`src/rtl/serial_adder.sv`:
```
// Bit-serial N-bit adder: one full-adder cell processes the operands LSB-first,
// with a registered carry between bits and a start/busy/done handshake.

module fa (
    input  logic a,
    input  logic b,
    input  logic cin,
    output logic s,
    output logic cout
);
    assign s    = a ^ b ^ cin;
    assign cout = (a & b) | (cin & (a ^ b));
endmodule

module serial_adder #(
    parameter int N = 8
) (
    input  logic         clk,
    input  logic         rst,
    input  logic         start,
    input  logic [N-1:0] a,
    input  logic [N-1:0] b,
    input  logic         cin,
    output logic         busy,
    output logic         done,
    output logic [N-1:0] s,
    output logic         cout,
    output logic         ovf
);
    localparam int CW = $clog2(N);

    typedef enum logic [1:0] {
        ST_IDLE = 2'd0,
        ST_ADD  = 2'd1,
        ST_DONE = 2'd2
    } state_t;

    state_t         r_state;
    logic [N-1:0]   r_a_sr;
    logic [N-1:0]   r_b_sr;
    logic [N-1:0]   r_s_sr;
    logic           r_c;
    logic [CW-1:0]  r_cnt;
    logic           r_busy;
    logic           r_done;
    logic [N-1:0]   r_s;
    logic           r_cout;
    logic           r_ovf;

    logic           w_fa_s;
    logic           w_fa_cout;
    logic           w_last_bit;

    fa u_fa (
        .a    (r_a_sr[0]),
        .b    (r_b_sr[0]),
        .cin  (r_c),
        .s    (w_fa_s),
        .cout (w_fa_cout)
    );

    assign w_last_bit = (r_cnt == CW'(N - 1));

    // NOTE: all state uses non-blocking assignments so every register samples
    // pre-edge values; the carry-into-MSB (r_c) is read before it updates.
    always_ff @(posedge clk) begin
        if (rst) begin
            // NOTE: the shift registers are reset too, so a partial sum from an
            // aborted operation can never leak into a later result.
            r_state <= ST_IDLE;
            r_a_sr  <= '0;
            r_b_sr  <= '0;
            r_s_sr  <= '0;
            r_c     <= 1'b0;
            r_cnt   <= '0;
            r_busy  <= 1'b0;
            r_done  <= 1'b0;
            r_s     <= '0;
            r_cout  <= 1'b0;
            r_ovf   <= 1'b0;
        end else begin
            case (r_state)
                ST_IDLE: begin
                    if (start) begin
                        r_a_sr  <= a;
                        r_b_sr  <= b;
                        r_c     <= cin;
                        r_cnt   <= '0;
                        r_busy  <= 1'b1;
                        r_state <= ST_ADD;
                    end
                end
                ST_ADD: begin
                    r_a_sr <= {1'b0, r_a_sr[N-1:1]};
                    r_b_sr <= {1'b0, r_b_sr[N-1:1]};
                    r_s_sr <= {w_fa_s, r_s_sr[N-1:1]};
                    r_c    <= w_fa_cout;
                    r_cnt  <= r_cnt + CW'(1);
                    if (w_last_bit) begin
                        // r_c here is the carry into the MSB
                        r_s     <= {w_fa_s, r_s_sr[N-1:1]};
                        r_cout  <= w_fa_cout;
                        r_ovf   <= r_c ^ w_fa_cout;
                        r_busy  <= 1'b0;
                        r_done  <= 1'b1;
                        r_state <= ST_DONE;
                    end
                end
                ST_DONE: begin
                    r_done  <= 1'b0;
                    r_state <= ST_IDLE;
                end
                default: begin
                    r_busy  <= 1'b0;
                    r_done  <= 1'b0;
                    r_state <= ST_IDLE;
                end
            endcase
        end
    end

    assign busy = r_busy;
    assign done = r_done;
    assign s    = r_s;
    assign cout = r_cout;
    assign ovf  = r_ovf;

endmodule

```
`config.mk`:
```
export PLATFORM = sky130hd
export DESIGN_NAME = serial_adder
export DESIGN_NICKNAME = d
export VERILOG_FILES = /design/src/rtl/serial_adder.sv
export SDC_FILE = /design/constraint.sdc
export NUM_CORES = 1
export LEC_CHECK = 0
export ABC_AREA = 1
export ABC_CLOCK_PERIOD_IN_PS = 1600
export BUFFER_PORTS_ARGS = -buffer_cell sky130_fd_sc_hd__buf_2
export CAP_MARGIN = 25
export CELL_PAD_IN_SITES_DETAIL_PLACEMENT = 0
export CELL_PAD_IN_SITES_GLOBAL_PLACEMENT = 1
export CORE_AREA = 4 4 116 63
export CTS_CLUSTER_DIAMETER = 80
export DETAILED_ROUTE_END_ITERATION = 6
export DIE_AREA = 0 0 120 67
export GPL_ROUTABILITY_DRIVEN = 0
export PLACE_DENSITY_LB_ADDON = 0.2
export SETUP_SLACK_MARGIN = 0.02
export SLEW_MARGIN = 25
export SYNTH_ARGS = -nofsm -noshare
export SYNTH_HDL_FRONTEND = slang
export SYNTH_SLANG_ARGS = --single-unit
```
`constraint.sdc`:
```
create_clock -name clk -period 1.6 [get_ports clk]
set_clock_uncertainty 0.1 [all_clocks]
set_input_delay 0 -clock clk [delete_from_list [all_inputs] [get_ports clk]]
set_output_delay 0 -clock clk [all_outputs]
set_load 0.01 [all_outputs]
```
# Word-level counts from Yosys, hierarchy flattened
# Index checks and enable logic that the tools add are counted.
dict set report word_totals {
  regBits 42
  in_bits 20
  out_inout_bits 12
  elab_cells 48
}
dict set report classes {
  add_sub_neg 1
  n_eq_ne 5
  n_mux 16
  bitwise_logic 8
  n_reduce_logical 7
}
# op n
set ops {}
lappend ops {{case mux 8 bit (2 select lines)} 2}
lappend ops {{two-way mux 8 bit} 2}
lappend ops {{AND reduction 2 bit} 4}
lappend ops {{case mux 3 bit (2 select lines)} 1}
lappend ops {{two-way mux 1 bit} 4}
lappend ops {{two-way mux 2 bit} 2}
lappend ops {{!= test 2 bit (second input constant)} 2}
lappend ops {{case mux 1 bit (2 select lines)} 2}
lappend ops {{case mux 2 bit (2 select lines)} 1}
lappend ops {{adder 3 x 1 -> 3 bit (second input constant)} 1}
lappend ops {{== test 3 bit (second input constant)} 1}
lappend ops {{two-way mux 3 bit} 1}
lappend ops {{case mux 1 bit (3 select lines)} 1}
lappend ops {{AND reduction 3 bit} 1}
lappend ops {{bitwise XOR 1 bit} 3}
lappend ops {{bitwise AND 1 bit} 2}
lappend ops {{== test 2 x 1 -> 1 bit (second input constant)} 1}
lappend ops {{== test 2 bit (second input constant)} 1}
lappend ops {{logical NOT 2 bit} 1}
lappend ops {{NOT 1 bit} 2}
lappend ops {{nonzero test 2 bit} 1}
lappend ops {{bitwise OR 1 bit} 1}

# Depth between registers and ports, before layout
dict set report logic_depth {
  word_depth 4
  mapped_depth 7
}

# Hierarchy
# From an unflattened synthesis, not the netlist that was laid out.
dict set report unflattened {
  hier_cells 264
  hier_area_um2 1836.8
}
# module n_inst cells_per_inst area_per_inst_um2
set by_module_without_submodules {}
lappend by_module_without_submodules {serial_adder 1 263 1816.7}
lappend by_module_without_submodules {fa 1 1 20.0}

# Least setup slack after synthesis
# Ideal clock, no wire load.
dict set report synth_path {
  kind {reg-to-reg}
  from {reg r_cnt[0]}
  to {reg r_ovf, in the netlist ovf}
  arrival_ns 1.200
  t_required_ns 1.387
  slack_ns 0.187
  path_stages_with_launch 8
  period_less_slack_ns 1.413
  path_cell_list {dfxtp_1 -> ha_1 -> ha_1 -> clkbuf_1 -> nand2_1 -> buf_2 -> nor2_1 -> nor2_1}
}
dict set report synth_between {
  elab_chain_len 2
}
# element line
set synth_rtl {}
lappend synth_rtl {{start, declared} 43} ;# logic [CW-1:0] r_cnt;
lappend synth_rtl {{start signal, assigned} 98} ;# r_cnt <= r_cnt + CW'(1);
lappend synth_rtl {{== test 3 bit} 62} ;# assign w_last_bit = (r_cnt == CW'(N - 1));
lappend synth_rtl {{AND reduction 2 bit (no line)} --}
lappend synth_rtl {{end signal, assigned} 103} ;# r_ovf <= r_c ^ w_fa_cout;
lappend synth_rtl {{end, declared} 48} ;# logic r_ovf;
# Every way passes these cells.
# A chain may end at the register's enable or synchronous reset.

# Final worst setup path
dict set report layout_path {
  from {reg r_cnt[0]}
  to {reg r_s[7], in the netlist s[7]}
}
dict set report layout_between {
  elab_chain_len 2
}
# element line
set layout_rtl {}
lappend layout_rtl {{== test 3 bit} 62}
lappend layout_rtl {{AND reduction 2 bit (no line)} --}
lappend layout_rtl {{end signal, assigned} 101} ;# r_s <= {w_fa_s, r_s_sr[N-1:1]};
lappend layout_rtl {{end, declared} 46} ;# logic [N-1:0] r_s;
# Every way passes these cells.

==> flow_summary.html <==
<table>
<tr><th>Metric</th><th>Value</th></tr>
<tr><th colspan="2">Status</th></tr>
<tr><td>Run status</td><td>finished, final reports clean</td></tr>
<tr><th colspan="2">Die</th></tr>
<tr><td>Rows</td><td>21</td></tr>
<tr><td>Initial standard-cell utilization of the core</td><td>~29%</td></tr>
<tr><td>Die area</td><td>between 8000 and 9000 um2</td></tr>
<tr><td>Die X-Extent</td><td>around 120 um</td></tr>
<tr><td>Core box area</td><td>6385 um2</td></tr>
<tr><td>Number of I/O pins</td><td>32</td></tr>
<tr><td>Floorplan die height</td><td>67 um</td></tr>
<tr><th colspan="2">Power and ir drop</th></tr>
<tr><td>Worst vdd ir</td><td>approximately 330 uV</td></tr>
<tr><td>Power density over cell area</td><td>996.6 nW/um2</td></tr>
<tr><td>Switching part of the total power</td><td>26.08%</td></tr>
<tr><td>Relative contribution of sequential cells to total power</td><td>45.2%</td></tr>
<tr><td>Total net switching power</td><td>0.0006423 W</td></tr>
<tr><td>Relative contribution of combinational cells to total power</td><td>14.9%</td></tr>
<tr><td>Power share of the clock group</td><td>39.9%</td></tr>
<tr><td>Leak pwr</td><td>about 1.2 nW</td></tr>
<tr><td>Internal power</td><td>0.001820 W</td></tr>
<tr><th colspan="2">Logic synthesis</th></tr>
<tr><td>Number of synthesized register bits</td><td>41</td></tr>
<tr><td>Synth Net Count</td><td>between 200 and 300</td></tr>
<tr><td>Sequential fraction of the synthesis area</td><td>45.09%</td></tr>
<tr><td>Count of cell types in the netlist</td><td>18</td></tr>
<tr><td>Mean area per synthesized cell</td><td>6.896 um2</td></tr>
<tr><td>Ys Warns</td><td>0</td></tr>
<tr><td>Number of instances in the synthesized netlist</td><td>264</td></tr>
<tr><td>Cell Area, Synth</td><td>1820 um2</td></tr>
<tr><th colspan="2">Layout</th></tr>
<tr><td>Share of layout cells above drive strength 1</td><td>18.63%</td></tr>
<tr><td>Fill cells</td><td>a little under 700</td></tr>
<tr><td>Growth of design area from synthesis to finish</td><td>35.74%</td></tr>
<tr><td>Post-route cell area</td><td>2471 um2</td></tr>
<tr><td>Nets</td><td>344</td></tr>
<tr><td>Inserted Diodes</td><td>0</td></tr>
<tr><th colspan="2">Clocking</th></tr>
<tr><td>CTS tree</td><td>yes</td></tr>
<tr><td>Clock latency of the later-clocked register in the worst-skew pair</td><td>slightly below 0.3 ns</td></tr>
<tr><td>Setup fix buffers added after clock tree synthesis</td><td>0</td></tr>
<tr><td>Number of buffers created by CTS</td><td>5</td></tr>
<tr><td>Library cell used as clock root buffer</td><td>sky130_fd_sc_hd__clkbuf_16</td></tr>
<tr><td>Count of clock tree sinks</td><td>between 40 and 50</td></tr>
<tr><td>Worst-case clock buffer depth</td><td>2</td></tr>
<tr><td>CTS clock-pin slew for the worst setup and hold paths</td><td>0.06 ns</td></tr>
<tr><td>H-tree depth</td><td>2</td></tr>
<tr><th colspan="2">Drt</th></tr>
<tr><td>Residual DRC</td><td>0</td></tr>
<tr><td>Initial drt markers</td><td>77</td></tr>
<tr><td>Avg Vias per Cell</td><td>~4.2</td></tr>
<tr><td>Number of search-and-repair iterations in the first detailed-routing pass</td><td>4</td></tr>
<tr><td>Detailed-route via count</td><td>between 1,500 and 2,000</td></tr>
<tr><td>Post-route antenna net violation count</td><td>0</td></tr>
<tr><td>Post-Route WL</td><td>4706 um</td></tr>
<tr><td>Avg WL per Cell</td><td>11.37 um</td></tr>
<tr><th colspan="2">STA</th></tr>
<tr><td>Period utilization</td><td>88.50%</td></tr>
<tr><td>Final Max Tran Viols</td><td>0</td></tr>
<tr><td>Clock period minus worst slack</td><td>1.416 ns</td></tr>
<tr><td>Final setup violation count</td><td>0</td></tr>
<tr><td>Worst Max-Slew Pin Slew</td><td>roughly 0.32 ns</td></tr>
<tr><td>Setup repair after global routing missed its margin</td><td>false</td></tr>
<tr><td>Max frequency</td><td>706.2 MHz</td></tr>
<tr><td>Worst slew margin</td><td>just under 80%</td></tr>
<tr><td>Number of failing hold endpoints at the final stage</td><td>0</td></tr>
<tr><td>Total negative slack</td><td>0 ns</td></tr>
<tr><th colspan="2">Worst setup path</th></tr>
<tr><td>Slowest stage cell, crit path</td><td>sky130_fd_sc_hd__dfxtp_1</td></tr>
<tr><td>Reg-to-reg setup timing slack</td><td>0.18 ns</td></tr>
<tr><td>Crit path cell chain</td><td>ha_1 -&gt; ha_1 -&gt; nand3_1 -&gt; inv_1 -&gt; nand2_1 -&gt; nand2_1</td></tr>
<tr><td>Biggest fanout along the worst timing path</td><td>5</td></tr>
<tr><td>Worst EP arrival</td><td>around 1.5 ns</td></tr>
<tr><td>Category of the most critical setup path</td><td>reg2reg</td></tr>
<tr><td>Required arrival time at the worst endpoint</td><td>1.69 ns</td></tr>
<tr><td>Sort of element at the start of the critical path</td><td>flop</td></tr>
<tr><td>Setup crit end kind</td><td>flop</td></tr>
<tr><td>Crit-path max cell delay</td><td>between 0.3 and 0.4 ns</td></tr>
<tr><th colspan="2">Place</th></tr>
<tr><td>Number of buffers added on ports</td><td>31</td></tr>
<tr><td>Post-Place Cell Area</td><td>2140 um2</td></tr>
<tr><td>Dpl hpwl</td><td>3336 um</td></tr>
<tr><th colspan="2">Global route</th></tr>
<tr><td>Initial antenna violation count</td><td>0</td></tr>
<tr><td>Vias in the first global route</td><td>1,623</td></tr>
<tr><td>Largest net degree at the start of global routing</td><td>23</td></tr>
<tr><td>Total routing resource utilization after global routing</td><td>around an eighth</td></tr>
<tr><td>Leftover overflow at the end of global routing</td><td>0</td></tr>
<tr><td>Global-route wire length before repair</td><td>approximately 8000 um</td></tr>
<tr><th colspan="2">Worst hold path</th></tr>
<tr><td>Tightest Hold Check Type</td><td>reg2reg</td></tr>
<tr><th colspan="2">Run</th></tr>
<tr><td>Max_cap viols</td><td>0</td></tr>
</table>
[metrics by stage]
step	utilization [%]	hold slack [ns]	power [W]	instances	setup WS [ns]
2_1_floorplan	-	-0.02069	0.001359	264	0.1869
3_3_place_gp	33.51	0.1452	0.001471	387	0.1461
3_5_place_dp	33.51	0.1354	0.001470	387	0.1227
4_1_cts	38.66	0.3585	0.002501	414	0.1106
5_1_grt	38.70	0.3716	0.002600	414	0.04351
6_report	38.70	0.3519	0.002463	414	0.1840
[logic make-up (layout without fill, tap and decap cells)]
kind of cell	after synthesis	in the layout	synth area share, %
xor+xnor	1	1	0.4812
flops	41	41	45.09
compound gates	26	26	7.148
fa+ha+maj	3	3	2.474
buf+inv	41	99	9.553
simple gates	152	152	35.26
[cells in the mapped netlist, drive strengths merged]
cell type / number / share of area (%)
fa: 1 / 1.1
buf: 12 / 3.6
clkbuf: 3 / 0.62
xor2: 1 / 0.48
nand3b: 3 / 1.2
nor3: 4 / 1.1
nand3: 32 / 8.8
inv: 26 / 5.4
dfxtp: 41 / 45
nor2: 53 / 11
o21ai: 11 / 3.0
ha: 2 / 1.4
a21oi: 15 / 4.1
nand2: 60 / 13
[flip-flops by register name (all words and copies together), names as in the netlist]
register,count
busy,1
r_b_sr,8
done,1
s,8
r_cnt,3
r_a_sr,8
r_c,1
ovf,1
cout,1
r_s_sr,7
r_state,2
[critical path, delay by kind of cell, from the launching register on]
kind | cells | cell delay, ns
buf+inv | 1 | 0.12
fa+ha+maj | 2 | 0.42
flops | 1 | 0.32
simple gates | 3 | 0.36
[final cells by class]
cell class / instances / area [um2] / share of cell area [%]
multi-input cells: 182 / 828.3 / 33.52
flip-flops and latches: 41 / 820.8 / 33.22
repair buffers: 65 / 470.5 / 19.04
clock buffers: 6 / 128.9 / 5.215
well taps: 92 / 115.1 / 4.658
inverters: 26 / 97.59 / 3.949
clock inverters: 2 / 10.01 / 0.4051
[repair_timing]
item,in CTS,in global routing
endpoints found under the hold margin,26,0
resized for setup,0,1
endpoints found under the setup margin,0,2
hold buffers,19,0
[power groups by stage]
| stage | Sequential, W | Combinational (W) | Clock (W) |
|---|---|---|---|
| after floorplan | 0.00113 | 0.000229 | 0 |
| after global placement | 0.00114 | 0.000336 | 0 |
| after detailed placement | 0.00114 | 0.000334 | 0 |
| after CTS | 0.00111 | 0.000371 | 0.00102 |
| after global routing | 0.00112 | 0.000424 | 0.00105 |
| final | 0.00111 | 0.000366 | 0.000983 |
[worst paths after layout]
kind,end,cells after the start,startpoint
max,s[7],6,r_cnt[0]
min,r_cnt[0],1,r_cnt[0]
min reg2reg,r_cnt[0],1,r_cnt[0]
max reg2reg,s[7],6,r_cnt[0]
[layer usage]
layer / GRT usage [%] / vias to the layer above / wire length [um]
met3: 3.732 / 8 / 165
li1: - / 943 / -
met4: 5.991 / 0 / 85
met1: 18.76 / 759 / 2783
met5: 0 / - / 0
met2: 17.40 / 22 / 1672
[layout by cell type (no fill, tap or decap), types with 2 or more instances in the layout]
| cell type | instances |
|---|---|
| sky130_fd_sc_hd__inv_1 | 24 |
| sky130_fd_sc_hd__buf_2 | 31 |
| sky130_fd_sc_hd__dlygate4sd3_1 | 19 |
| sky130_fd_sc_hd__nor3_1 | 4 |
| sky130_fd_sc_hd__nand2_1 | 56 |
| sky130_fd_sc_hd__buf_4 | 14 |
| sky130_fd_sc_hd__ha_1 | 2 |
| sky130_fd_sc_hd__nor2_1 | 52 |
| sky130_fd_sc_hd__nand2_2 | 4 |
| sky130_fd_sc_hd__clkinv_2 | 2 |
| sky130_fd_sc_hd__dfxtp_1 | 41 |
| sky130_fd_sc_hd__nand3_1 | 32 |
| sky130_fd_sc_hd__a21oi_1 | 15 |
| sky130_fd_sc_hd__inv_2 | 2 |
| sky130_fd_sc_hd__nand3b_1 | 3 |
| sky130_fd_sc_hd__clkbuf_16 | 5 |
| sky130_fd_sc_hd__o21ai_0 | 11 |
Note: power is estimated with default switching activity, not from simulation.
